===== src/rtl/ccff_pkg.sv =====
// Shared types and CRC helper for the configuration-chain loader.
package ccff_pkg;

  typedef enum logic [1:0] {
    StIdle,
    StLoad,
    StVerify,
    StDone
  } ccff_state_t;

  localparam logic [7:0] CRC8_POLY = 8'h07;

  // One MSB-first serial step of CRC-8.
  function automatic logic [7:0] crc8_step(input logic [7:0] crc, input logic din);
    logic fb;
    fb = crc[7] ^ din;
    return {crc[6:0], 1'b0} ^ (fb ? CRC8_POLY : 8'h00);
  endfunction

endpackage


===== src/rtl/ccff_word_serializer.sv =====
// Single-word buffer that turns accepted bitstream words into a serial bit stream.
module ccff_word_serializer
  import ccff_pkg::*;
#(
  parameter int unsigned CHAIN_LEN = 18,
  parameter int unsigned WORD_W    = 8,
  parameter int unsigned CNT_W     = $clog2(CHAIN_LEN + 1)
) (
  input  logic              clk,
  input  logic              reset,
  input  logic              active,
  input  logic [WORD_W-1:0] bs_data,
  input  logic              bs_valid,
  input  logic [CNT_W-1:0]  bitcnt,
  output logic              bs_ready,
  output logic              buf_valid,
  output logic              head_bit
);

  localparam int unsigned IdxW = (WORD_W > 1) ? $clog2(WORD_W) : 1;

  logic [WORD_W-1:0] data_q;
  logic [IdxW-1:0]   idx_q;
  logic              valid_q;
  logic              last_bit;
  int unsigned       committed;

  // A new word may only be taken if every bit already committed still fits in the chain.
  always_comb begin
    last_bit  = (idx_q == IdxW'(WORD_W - 1));
    committed = 32'(bitcnt) + (valid_q ? (WORD_W - 32'(idx_q)) : 32'd0);
    bs_ready  = active && (!valid_q || last_bit) && (committed < CHAIN_LEN);
  end

  // Leaving the active phase discards any unused trailing bits.
  always_ff @(posedge clk) begin
    if (reset || !active) begin
      valid_q <= 1'b0;
      idx_q   <= '0;
      data_q  <= '0;
    end else if (bs_valid && bs_ready) begin
      valid_q <= 1'b1;
      idx_q   <= '0;
      data_q  <= bs_data;
    end else if (valid_q) begin
      if (last_bit) begin
        valid_q <= 1'b0;
      end
      idx_q <= last_bit ? '0 : idx_q + 1'b1;
    end
  end

  assign buf_valid = valid_q;
  assign head_bit  = data_q[idx_q];

endmodule


===== src/rtl/ccff_chain_loader.sv =====
// Loads a configuration-flop chain from a bitstream stream, with optional
// non-destructive CRC verification by recirculating the chain once.
module ccff_chain_loader
  import ccff_pkg::*;
#(
  parameter int unsigned CHAIN_LEN = 18,
  parameter int unsigned WORD_W    = 8,
  parameter int unsigned CNT_W     = $clog2(CHAIN_LEN + 1)
) (
  input  logic              prog_clk,
  input  logic              reset,
  input  logic              start,
  input  logic              verify_en,
  input  logic [WORD_W-1:0] bs_data,
  input  logic              bs_valid,
  output logic              bs_ready,
  output logic              ccff_head,
  output logic              ccff_shift_en,
  input  logic              ccff_tail,
  output logic              busy,
  output logic              done,
  output logic              error
);

  ccff_state_t      state_q, state_d;
  logic [CNT_W-1:0] bitcnt_q;
  logic [7:0]       crc_ld_q, crc_vf_q, crc_vf_next;
  logic             verify_q, error_q;
  logic             ser_active, buf_valid, buf_head;
  logic             load_shift, last_cnt;

  // Reset gates shifting in the same cycle so the chain stops immediately.
  assign ser_active  = (state_q == StLoad) && !reset;
  assign load_shift  = ser_active && buf_valid;
  assign last_cnt    = (bitcnt_q == CNT_W'(CHAIN_LEN - 1));
  assign crc_vf_next = crc8_step(crc_vf_q, ccff_tail);

  ccff_word_serializer #(
    .CHAIN_LEN(CHAIN_LEN),
    .WORD_W   (WORD_W),
    .CNT_W    (CNT_W)
  ) u_serializer (
    .clk      (prog_clk),
    .reset    (reset),
    .active   (ser_active),
    .bs_data  (bs_data),
    .bs_valid (bs_valid),
    .bitcnt   (bitcnt_q),
    .bs_ready (bs_ready),
    .buf_valid(buf_valid),
    .head_bit (buf_head)
  );

  always_ff @(posedge prog_clk) begin
    if (reset) begin
      state_q <= StIdle;
    end else begin
      state_q <= state_d;
    end
  end

  always_comb begin
    state_d = state_q;
    unique case (state_q)
      StIdle: begin
        if (start) state_d = StLoad;
      end
      StLoad: begin
        if (load_shift && last_cnt) state_d = verify_q ? StVerify : StDone;
      end
      StVerify: begin
        if (last_cnt) state_d = StDone;
      end
      StDone: state_d = StIdle;
      default: state_d = StIdle;
    endcase
  end

  // Bit counter is reused as the recirculation counter during verify.
  always_ff @(posedge prog_clk) begin
    if (reset) begin
      bitcnt_q <= '0;
      crc_ld_q <= 8'h00;
      crc_vf_q <= 8'h00;
      verify_q <= 1'b0;
      error_q  <= 1'b0;
    end else begin
      unique case (state_q)
        StIdle: begin
          if (start) begin
            bitcnt_q <= '0;
            crc_ld_q <= 8'h00;
            crc_vf_q <= 8'h00;
            error_q  <= 1'b0;
            verify_q <= verify_en;
          end
        end
        StLoad: begin
          if (load_shift) begin
            crc_ld_q <= crc8_step(crc_ld_q, buf_head);
            bitcnt_q <= last_cnt ? '0 : bitcnt_q + 1'b1;
          end
        end
        StVerify: begin
          crc_vf_q <= crc_vf_next;
          bitcnt_q <= last_cnt ? '0 : bitcnt_q + 1'b1;
          if (last_cnt) begin
            error_q <= (crc_vf_next != crc_ld_q);
          end
        end
        default: ;
      endcase
    end
  end

  always_comb begin
    busy          = 1'b0;
    done          = 1'b0;
    ccff_shift_en = 1'b0;
    ccff_head     = 1'b0;
    unique case (state_q)
      StIdle: ;
      StLoad: begin
        busy          = 1'b1;
        ccff_shift_en = load_shift;
        ccff_head     = buf_head;
      end
      StVerify: begin
        busy          = 1'b1;
        ccff_shift_en = !reset;
        ccff_head     = ccff_tail;
      end
      StDone: begin
        busy = 1'b1;
        done = 1'b1;
      end
      default: ;
    endcase
  end

  assign error = error_q;

endmodule


===== config.mk =====
export PLATFORM = sky130hd
export DESIGN_NAME = ccff_chain_loader
export DESIGN_NICKNAME = d
export VERILOG_FILES = /design/src/rtl/ccff_pkg.sv /design/src/rtl/ccff_word_serializer.sv /design/src/rtl/ccff_chain_loader.sv
export SDC_FILE = /design/constraint.sdc
export NUM_CORES = 1
export LEC_CHECK = 0
export ABC_AREA = 0
export CAP_MARGIN = 15
export CORE_MARGIN = 3
export CORE_UTILIZATION = 40
export DETAILED_ROUTE_END_ITERATION = 7
export GPL_TIMING_DRIVEN = 0
export PLACE_DENSITY = 0.56
export SYNTH_ARGS = -nofsm -noshare
export SYNTH_HDL_FRONTEND = slang
export SYNTH_SLANG_ARGS = --single-unit

===== constraint.sdc =====
create_clock -name prog_clk -period 3.8 [get_ports prog_clk]
set_input_delay 0.76 -clock prog_clk [delete_from_list [all_inputs] [get_ports prog_clk]]
set_output_delay 0.76 -clock prog_clk [all_outputs]
set_load 0.02 [all_outputs]

Word-level counts from Yosys, hierarchy flattened
Cells that the tools add are included.
{"block": "op_classes", "n_addsub": 4, "bitwise_logic": 4, "eq_ne": 10, "muxes": 29, "n_reduce_logical": 23, "order_cmp": 2}
{"cell": "$add 5x32->32", "count": 1}
{"cell": "$lt 32x5->1 const B", "count": 1}
{"cell": "$mux 32", "count": 1}
{"cell": "$pmux 8 s2", "count": 2}
{"cell": "$mux 8", "count": 2}
{"cell": "$xor 8x3->8", "count": 2}
{"cell": "$mux 5", "count": 3}
{"cell": "$pmux 5 s3", "count": 1}
{"cell": "$reduce_and 3->1", "count": 4}
{"cell": "$mux 1", "count": 9}
{"cell": "$mux 3", "count": 3}
{"cell": "$ne 8x8->1", "count": 1}
{"cell": "$pmux 2 s4", "count": 1}
{"cell": "$logic_and 1x1->1", "count": 6}
{"cell": "$mux 2", "count": 3}
{"cell": "$ne 2x2->1 const B", "count": 3}
{"cell": "$pmux 1 s2", "count": 3}
{"cell": "$add 5x1->5 const B", "count": 1}
{"cell": "$eq 5x5->1 const B", "count": 1}
{"cell": "$sub 4x3->5 const A", "count": 1}
{"cell": "$eq 2x2->1 const B", "count": 2}
{"cell": "$lt 3x4->1 const B", "count": 1}
{"cell": "$reduce_and 2->1", "count": 2}
{"cell": "$reduce_bool 2->1", "count": 2}
{"cell": "12 further kinds", "count": 16}
{"block": "totals", "reg_bits": 37, "out_inout_bits": 6, "inputBits": 14, "wordCells": 81}

Logic depth before layout (Yosys ltp)
Gate-level depths: netlist of the first run.
{"block": "depth", "ltp_word": 7, "depth_mapped": 13, "mapped_depth_nobuf": 11}

Modules after synthesis
A second synthesis of the first run with hierarchy kept.
{"block": "hier_totals", "cells_unflattened": 229, "area_unflattened_um2": 2224.6}
{"module": "ccff_chain_loader", "instances": 1, "cells_each": 142, "area_per_inst_um2": 1378.8, "seq_area_each_um2": 500.5}
{"module": "ccff_word_serializer", "instances": 1, "cells_each": 87, "area_per_inst_um2": 845.8, "seq_area_each_um2": 240.2}

Worst setup path before layout of the first run
Ideal clock, no wire load.
{"block": "synth_path", "path_type": "register to output", "startpoint": "reg u_serializer.idx_q[0]", "endpoint": "out bs_ready", "arrival_ns": 2.326, "required_ns": 3.040, "path_buffers": 0, "path_stages_with_launch": 11, "setup_slack_ns": 0.714, "cell_sequence": "dfxtp_1 > inv_1 > ha_1 > xnor2_1 > and2_1 > ha_1 > nor2b_1 > o21a_1 > o31a_1 > o211ai_4 > o31a_1"}
{"block": "synth_between", "elab_chain_cells": 5, "word_cells_on_any_way": 8, "cone_classes": "add/sub: 2; order compare: 1; eq/ne: 1; mux: 1; reduce/logical: 3"}
{"element": "start: declaration", "line_no": "ccff_word_serializer.sv:23", "text": "logic [IdxW-1:0] idx_q;"}
{"element": "start signal: assignment", "line_no": "ccff_word_serializer.sv:49", "text": "idx_q <= last_bit ? '0 : idx_q + 1'b1;"}
{"element": "$sub 4x3->5", "line_no": "ccff_word_serializer.sv:31", "text": "committed = 32'(bitcnt) + (valid_q ? (WORD_W - 32'(idx_q)) : 32'd0);"}
{"element": "$mux 32", "line_no": "ccff_word_serializer.sv:31"}
{"element": "$add 5x32->32", "line_no": "ccff_word_serializer.sv:31"}
{"element": "$lt 32x5->1", "line_no": "ccff_word_serializer.sv:32", "text": "bs_ready = active && (!valid_q || last_bit) && (committed < CHAIN_LEN);"}
{"element": "$logic_and 1x1->1 *", "line_no": "ccff_word_serializer.sv:32"}
{"element": "end: declaration", "line_no": "ccff_chain_loader.sv:16", "text": "output logic bs_ready,"}
Mark *: on every way between the ends. The rest lies on a longest branch, timed or not.

Worst setup path in the final report of the first run
Same ends and word-level chain as after synthesis.

==> results of run 1 <==
[what timing repair did]
item | CTS | global route
buffers inserted | 1 | 0
resized for setup | 1 | 4
hold endpoints to repair | 0 | 0
pin swaps | 2 | 0
setup endpoints to repair | 1 | 1
[synthesized netlist by cell type, types with 5 or more instances]
cell type  count
clkbuf_1       5
nor3_1         6
o21a_1         5
xor2_1        11
ha_1          13
a21oi_1       13
o21ai_0        5
nand3_1       16
nand2_1       24
inv_1         10
xnor2_1        6
dfxtp_1       37
o21ai_1        9
nor2_1        16
nand2b_1       5
a22oi_1        8
[per-stage QoR]
stage | hold WS (ps) | setup TNS (ps) | total power, W | setup slack (ps)
floorplan | 425 | 0 | 0.000846 | 714
global placement | 439 | -70.6 | 0.000988 | -70.6
detailed placement | 441 | -62.2 | 0.000996 | -62.2
CTS | 452 | 0 | 0.00133 | 108
global route | 474 | 0 | 0.00142 | 2.02
finish | 447 | 0 | 0.00132 | 207
[cell families (layout without fill, tap and decap cells)]
family          after synthesis  count (layout)  synth area share
mux                           5               5            0.0364
fa+ha+maj                    14              14            0.0871
compound gates               54              54             0.176
simple gates                 89              89             0.217
xor+xnor                     18              18            0.0787
flops                        37              37             0.353
buf+inv                      22              50            0.0519
[report_power, final]
part | total (W) | switching (W) | internal (W)
Sequential | 0.000460 | 0.0000333 | 0.000427
Clock | 0.000334 | 0.000137 | 0.000197
Combinational | 0.000529 | 0.000321 | 0.000208
[worst min-delay path: stages, from the launching register on]
cell and delay (ps):
dfxtp_1 310, nand2_1 50, o21ai_1 50
[how the worst max path moves through the flow]
stage | from | slack, ps | end
floorplan | u_serializer.idx_q[0] | 710 | bs_ready
detailed placement | reset | -60 | bs_ready
CTS | u_serializer.idx_q[0] | 110 | bs_ready
finish | u_serializer.idx_q[0] | 210 | bs_ready
global route | u_serializer.idx_q[0] | 2 | bs_ready
global placement | reset | -70 | bs_ready
[registers in the layout (all words and copies together), names as in the netlist]
signal / cells
u_serializer.idx_q: 3
crc_ld_q: 8
u_serializer.data_q: 8
state_q: 2
crc_vf_q: 8
error: 1
u_serializer.buf_valid: 1
verify_q: 1
bitcnt_q: 5
[metal layers]
metal	up-vias	wire length [um]
met5	-	0
met4	0	35
li1	893	-
met2	39	1890
met1	802	2260
met3	4	209
[cell type report]
class,instances,share of cell area
Multi-Input combinational cell,180,0.505
Sequential cell,37,0.296
Timing Repair Buffer,20,0.0782
Tap cell,67,0.0334
Clock buffer,6,0.0289
Buffer,12,0.0284
Clock inverter,2,0.0154
Inverter,10,0.0149
==> results.json, run 1 <==
{
  "routabilityCongestion": 0.754,
  "min-delay-start": "u_serializer.data_q[0]",
  "clk_path_buf_depth": 2,
  "rsz0062_at_grt": "false",
  "path_buf_inv": 2,
  "yosysTopAreaCell": "dfxtp_1",
  "regArea_um2": 743,
  "cts_tree": "done",
  "ys_async_sr_fraction": 0,
  "fin_crit_sh": 0.946,
  "ys_types": 48,
  "final_cells": 334,
  "drt_wl_total_mm": 4.39,
  "period_needed_ps": 3590,
  "clock_latency_ps": 280,
  "outcome": "finished, final reports clean",
  "crit_path_end_kind": "output port",
  "synth_area_um2": 2100,
  "layout_commonest_cell": "dfxtp_1",
  "dr.first_iter.drc_count": 145,
  "met2_usage": 0.233,
  "htreeDepth": 2,
  "path_class": "reg -> out",
  "holdPathStages": 2,
  "hold_buffers": 0,
  "path_max_fanout": 5,
  "cts_buffers": 5,
  "netlist_instances": 239,
  "worstHoldEndpoint": "u_serializer.data_q[0]",
  "core.rowCount": 25,
  "die_w_um": 78.4,
  "grt_use_met3": 0.0367,
  "powerDensity_nw_per_um2": 527,
  "fin_area_um2": 2510,
  "timing.rr.end": "u_serializer.idx_q[0]",
  "hold_violations": 0,
  "maxCapViolCount": 0,
  "grt_pass1_vias": 1644,
  "crit_arrival_ps": 2830,
  "synth-seq-cells": 37,
  "cp_num_cells": 11,
  "root_buffer": "clkbuf_8",
  "pin_count": 20,
  "cpMaxStageDelayCell": "dfxtp_2",
  "grt_use_total": 0.154,
  "grt_max_degree": 13,
  "path_delay_family": "compound AO/OA/AOI/OAI gates",
  "use_met1": 0.216,
  "portBuffers": 19,
  "grt_pass1_wl_mm": 7.58,
  "final_util": 0.515,
  "syn_avg_cell_area_um2": 8.78,
  "slowest_delay_ps": 370,
  "design.core.area_um2": 4880,
  "syn-num-nets": 267,
  "final_nets": 294,
  "grt_overflow": 0,
  "start_kind": "register",
  "diodes": 0,
  "vias_per_cell": 5.20,
  "final_layout_size_suffix_gt1_frac": 0.101,
  "dpl_cell_area_um2": 2370,
  "ys_seq_area_frac": 0.353,
  "path_clk_slew_ps": 80,
  "via_count": 1738,
  "maxSlewViolCount": 0,
  "reg2reg_from": "u_serializer.idx_q[0]",
  "tightestPinTransition_ps": 671,
  "syn_to_final_growth_pct": 19.7,
  "cts_sinks": 37,
  "r2r_slack_ps": 980,
  "synth_warnings": 0,
  "dr.pass1.iters": 4,
  "start_util": 0.430,
  "skew_ps": 6.03,
  "crit_required_ps": 3040,
  "rr_worst_depth": 12,
  "timing.fmax_mhz": 278,
  "die_h_um": 78.4,
  "slew_headroom": 0.550,
  "synth_top_area_frac": 0.353,
  "hold_path_class": "reg -> reg",
  "top_usage_layer": "met2",
  "wire_per_inst_um": 13.1,
  "synth_edf_count": 0,
  "final_cell_mix": "dfxtp_1 (35), nand2_1 (24), clkdlybuf4s50_1 (18)",
  "setup_viol": 0,
  "dieArea_um2": 6150,
  "ir_worst_vdd_uv": 256,
  "leakage_nw": 0.945,
  "post-route-drc-count": 0,
  "ant_nets": 0,
  "fillers": 493,
  "multi_input_area_um2": 1270,
  "synth_flop_cell": "dfxtp_1",
  "crit_chain": "inv_1 -> ha_1 -> xnor2_1 -> and2_1 -> ha_1 -> nor2b_1 -> o21a_1 -> o31a_1 -> o211ai_4 -> o31a_1 -> dlygate4sd2_1",
  "post-place-cells": 325,
  "antenna_found_initial": 0,
  "synth.area.top_cells": "dfxtp_1 (35%), ha_1 (7.8%), xor2_1 (4.6%)",
  "dp_hpwl_mm": 3.20
}
(Power assumes the default switching activity.)
==> run 2, diff against run 1 <==
--- a/config.mk
+++ b/config.mk
@@ -11,7 +11,7 @@
 export CORE_UTILIZATION = 40
 export DETAILED_ROUTE_END_ITERATION = 7
 export GPL_TIMING_DRIVEN = 0
-export PLACE_DENSITY = 0.56
+export PLACE_DENSITY_LB_ADDON = 0.25
 export SYNTH_ARGS = -nofsm -noshare
 export SYNTH_HDL_FRONTEND = slang
 export SYNTH_SLANG_ARGS = --single-unit
==> results.json, run 2 (synthesis results as in run 1) <==
{
  "grt_pass1_wl_mm": 7.42,
  "grt_overflow": 0,
  "sw_frac_of_total": 0.366,
  "core.rowCount": 25,
  "top_regs": "crc_ld_q x8, crc_vf_q x8, u_serializer.data_q x8",
  "setup_viol": 0,
  "die_w_um": 78.4,
  "die_h_um": 78.4,
  "syn_to_final_growth_pct": 19.4,
  "path_clk_slew_ps": 70,
  "holdPathStages": 2,
  "holdWs_ps": 450,
  "period_needed_ps": 3660,
  "pin_count": 20,
  "powerDensity_nw_per_um2": 533,
  "power_frac_seq": 0.343,
  "grt_max_degree": 13,
  "start_kind": "register",
  "layout_commonest_cell": "dfxtp_1",
  "slowest_delay_ps": 420,
  "rr_worst_depth": 12,
  "cpMaxStageDelayCell": "fa_1",
  "crit_path_end_kind": "output port",
  "final_nets": 294,
  "internal_power_w": 0.000846,
  "hold_violations": 0,
  "post-route-drc-count": 0,
  "clock_latency_ps": 290,
  "routabilityCongestion": 0.781,
  "wire_per_inst_um": 12.6,
  "tightestPinTransition_ps": 656,
  "start_util": 0.430,
  "dieArea_um2": 6150,
  "ant_nets": 0,
  "dr.first_iter.drc_count": 81,
  "skew_ps": 9.80,
  "final_cell_mix": "dfxtp_1 (37), nand2_1 (24), clkdlybuf4s50_1 (18)",
  "ir_worst_vdd_uv": 235,
  "crit_required_ps": 3040,
  "outcome": "finished, final reports clean",
  "dr.pass1.iters": 4,
  "path_class": "reg -> out",
  "drt_wl_total_mm": 4.19,
  "dp_hpwl_mm": 3.14,
  "maxSlewViolCount": 0,
  "via_count": 1720,
  "timing.fmax_mhz": 273,
  "antenna_found_initial": 0,
  "clk_path_buf_depth": 2,
  "crit_chain": "inv_1 -> ha_1 -> nand2_1 -> fa_1 -> nor2b_1 -> o21ai_1 -> a2111oi_2 -> o31a_1 -> clkdlybuf4s15_1",
  "fillers": 489,
  "vias_per_cell": 5.15,
  "comb_power_share": 0.391,
  "cts_sinks": 37,
  "design.core.area_um2": 4880,
  "p_clk_frac": 0.266,
  "diodes": 0,
  "maxCapViolCount": 0,
  "slew_headroom": 0.559,
  "hold_buffers": 0,
  "grt_pass1_vias": 1642,
  "setup-tns-final_ps": 0,
  "portBuffers": 19,
  "cts_tree": "done",
  "hold_path_class": "reg -> reg",
  "crit_arrival_ps": 2900,
  "final_layout_size_suffix_gt1_frac": 0.0974,
  "htreeDepth": 2,
  "leakage_nw": 0.942,
  "cts_buffers": 5,
  "fin_total_pwr_w": 0.00134,
  "path_max_fanout": 5,
  "rsz0062_at_grt": "false",
  "grt_use_total": 0.148,
  "p_switching_w": 0.000489,
  "root_buffer": "clkbuf_8",
  "fin_crit_sh": 0.964
}
-- run 2: changes by cell type in the layout (fill, tap and decap cells not counted) --
cell,before,now
dfxtp_2,2,0
clkinvlp_4,0,1
clkbuf_8,5,6
a2111oi_2,0,1
clkdlybuf4s15_1,0,1
dlygate4sd2_1,1,0
dfxtp_1,35,37
clkbuf_1,6,5
clkinv_4,1,0
a2111oi_4,1,0
-- run 2: cell type report --
type,count,area (um2),area share
multi-input cells,180,1250,0.501
clock buffers,6,82.6,0.0330
repair buffers,20,198,0.0789
clock inverters,2,37.5,0.0150
flip-flops and latches,37,741,0.296
plain buffers,12,71.3,0.0285
well taps,67,83.8,0.0334
inverters,10,37.5,0.0150
-- run 2: layer usage --
| layer | global-route usage | wire length [um] | share of wire |
|---|---|---|---|
| met4 | 0.0472 | 41 | 0.0098 |
| met1 | 0.197 | 2140 | 0.51 |
| met5 | 0 | 0 | 0 |
| met3 | 0.0333 | 131 | 0.031 |
| met2 | 0.237 | 1880 | 0.45 |
-- run 2: power groups by stage --
stage	Sequential [W]	Clock (W)	Combinational, W
after floorplan	0.000459	0	0.000386
after global placement	0.000467	0	0.000517
after detailed placement	0.000468	0	0.000524
after CTS	0.000459	0.000364	0.000525
after global routing	0.000464	0.000378	0.000589
final	0.000458	0.000355	0.000522
-- run 2: metrics by stage --
stage | instances | utilization | setup slack (ps) | cell area (um2)
final | 334 | 0.514 | 137 | 2510
after global routing | 334 | 0.514 | 23.6 | 2510
after CTS | 334 | 0.512 | 86.2 | 2500
after detailed placement | 325 | 0.486 | -54.6 | 2370
after global placement | 325 | 0.486 | -52.3 | 2370
after floorplan | 239 | - | 714 | 2100
-- run 2: worst max-delay path: cells and delay by family (launching register included) --
kind,cells,cell delay [ps]
AND/OR/NAND/NOR,2,340
AO/OA/AOI/OAI,3,720
flip-flops,1,410
buffers and inverters,2,410
adder cells (fa/ha/maj),2,730
-- run 2: final timing paths --
kind	slack (ps)	endpoint	start
setup reg to reg	850	u_serializer.data_q[5]	u_serializer.idx_q[0]
hold reg to reg	450	u_serializer.data_q[1]	u_serializer.data_q[1]
hold / removal	450	u_serializer.data_q[1]	u_serializer.data_q[1]
setup / recovery	140	bs_ready	u_serializer.idx_q[0]
-- run 2: what timing repair did --
action                     CTS  global route
pin swaps                    1             1
setup endpoints to repair    1             1
cloned                       0             0
buffers inserted             1             0
resized for setup            1             2
==> run 3, diff against run 2 <==
--- a/config.mk
+++ b/config.mk
@@ -7,8 +7,10 @@
 export LEC_CHECK = 0
 export ABC_AREA = 0
 export CAP_MARGIN = 15
+export CORE_ASPECT_RATIO = 0.7
 export CORE_MARGIN = 3
 export CORE_UTILIZATION = 40
+export CTS_BUF_LIST = sky130_fd_sc_hd__clkbuf_8
 export DETAILED_ROUTE_END_ITERATION = 7
 export GPL_TIMING_DRIVEN = 0
 export PLACE_DENSITY_LB_ADDON = 0.25
==> results.json, run 3 (synthesis results as in run 1) <==
{
  "outcome": "finished, final reports clean",
  "hold_violations": 0,
  "drt_wl_total_mm": 4.47,
  "design.core.area_um2": 4910,
  "fin_area_um2": 2500,
  "grt_pass1_wl_mm": 7.28,
  "ant_nets": 0,
  "crit_path_end_kind": "output port",
  "post-route-drc-count": 0,
  "skew_ps": 5.26,
  "cpMaxStageDelayCell": "dfxtp_1",
  "grt_overflow": 0,
  "fin_crit_sh": 0.954,
  "cts_buffers": 5,
  "cts_tree": "done",
  "hold_path_class": "reg -> reg",
  "dr.first_iter.drc_count": 89,
  "dr.pass1.iters": 4,
  "cts_sinks": 37,
  "grt_pass1_vias": 1434,
  "crit_required_ps": 3040,
  "top_regs": "crc_ld_q x8, crc_vf_q x8, u_serializer.data_q x8",
  "grt_use_total": 0.152,
  "syn_to_final_growth_pct": 19.0,
  "pin_count": 20,
  "wire_per_inst_um": 13.3,
  "period_needed_ps": 3620,
  "crit_chain": "inv_1 -> ha_1 -> xnor2_1 -> and2_1 -> ha_1 -> nor2b_1 -> o21a_1 -> o31a_1 -> o211ai_4 -> o31a_1 -> dlygate4sd2_1",
  "routabilityCongestion": 0.777,
  "die_h_um": 66.6,
  "maxSlewViolCount": 0,
  "slew_headroom": 0.530,
  "tightestPinTransition_ps": 700,
  "antenna_found_initial": 0,
  "grt_max_degree": 12,
  "die_w_um": 92.6,
  "crit_arrival_ps": 2860,
  "final_cell_mix": "dfxtp_1 (36), nand2_1 (24), clkdlybuf4s50_1 (18)",
  "start_kind": "register",
  "final_cells": 336,
  "dieArea_um2": 6160,
  "htreeDepth": 2,
  "portBuffers": 19,
  "diodes": 0,
  "core.rowCount": 21,
  "path_clk_slew_ps": 70,
  "post-place-cells": 327,
  "powerDensity_nw_per_um2": 515,
  "dp_hpwl_mm": 3.36,
  "final_nets": 294,
  "setup_viol": 0,
  "clk_path_buf_depth": 2,
  "final_layout_size_suffix_gt1_frac": 0.105,
  "vias_per_cell": 5.11,
  "final_util": 0.508,
  "ir_worst_vdd_uv": 389,
  "start_util": 0.427,
  "path_class": "reg -> out",
  "clock_latency_ps": 290,
  "slowest_delay_ps": 440,
  "path_max_fanout": 5,
  "root_buffer": "clkbuf_8",
  "maxCapViolCount": 0,
  "via_count": 1718,
  "dpl_cell_area_um2": 2370,
  "leakage_nw": 0.942,
  "layout_commonest_cell": "dfxtp_1",
  "timing.fmax_mhz": 276
}
## run 3: changes by cell type in the layout (fill, tap and decap cells not counted), sizes merged
cell	before	now
clkbuf	11	12
clkdlybuf4s15	1	0
bufinv	1	0
dlygate4sd2	0	1
clkinv	0	1
clkinvlp	1	0
## run 3: routing by layer
layer / part of all wire / GRT usage / vias up
met1: 0.56 / 0.238 / 797
met3: 0.029 / 0.0384 / 5
met2: 0.40 / 0.193 / 22
met4: 0.011 / 0.0500 / 0
met5: 0 / 0 / -
li1: - / - / 894
## run 3: worst max-delay path: cells and delay by family (launching register included)
family                     cells  cell delay [ps]
buffers and inverters          2              410
xor gates and xnor gates       1              110
and+or+nand+nor                2              340
adders and majority gates      2              470
DFF                            1              440
AOI/OAI and AO/OA              4              790
## run 3: per-stage QoR
stage	setup WS, ps	hold slack [ps]	total power [W]	TNS [ps]
after floorplan	714	425	0.000846	0
after global placement	-62.5	438	0.000987	-62.5
after detailed placement	-80.6	445	0.000996	-80.6
after CTS	86.1	456	0.00130	0
after global routing	-2.99	473	0.00138	-2.99
final	175	454	0.00129	0
## run 3: worst paths after layout
path              slack [ps]  cells past startpoint                endpoint                    from
hold reg to reg          450                      2  u_serializer.data_q[5]  u_serializer.data_q[5]
hold / removal           450                      2  u_serializer.data_q[5]  u_serializer.data_q[5]
setup reg to reg         890                     12  u_serializer.data_q[7]   u_serializer.idx_q[1]
setup / recovery         180                     11                bs_ready   u_serializer.idx_q[1]
## run 3: area by class of cell
cell class | instances | area (um2)
tap | 69 | 86.3
inverter | 10 | 37.5
multi-input combinational | 180 | 1260
timing repair buffer | 20 | 196
sequential | 37 | 742
clock inverter | 1 | 5.00
clock buffer | 7 | 96.3
buffer | 12 | 71.3
fill | 477 | 2420
## run 3: power breakdown
part           total [W]  leakage [nW]  internal (W)  switching (W)
sequential      0.000461         0.300      0.000427      0.0000337
clock           0.000299        0.0542      0.000164       0.000135
combinational   0.000528         0.588      0.000206       0.000321
total            0.00129         0.942      0.000797       0.000490
## run 3: what timing repair did
action                                 4_1_cts  5_1_grt
buffers inserted                             1        0
endpoints found under the hold margin        0        0
gates resized for setup                      1        3
cloned                                       0        0
hold buffers                                 0        0
setup endpoints to repair                    1        1
pin swaps                                    1        1
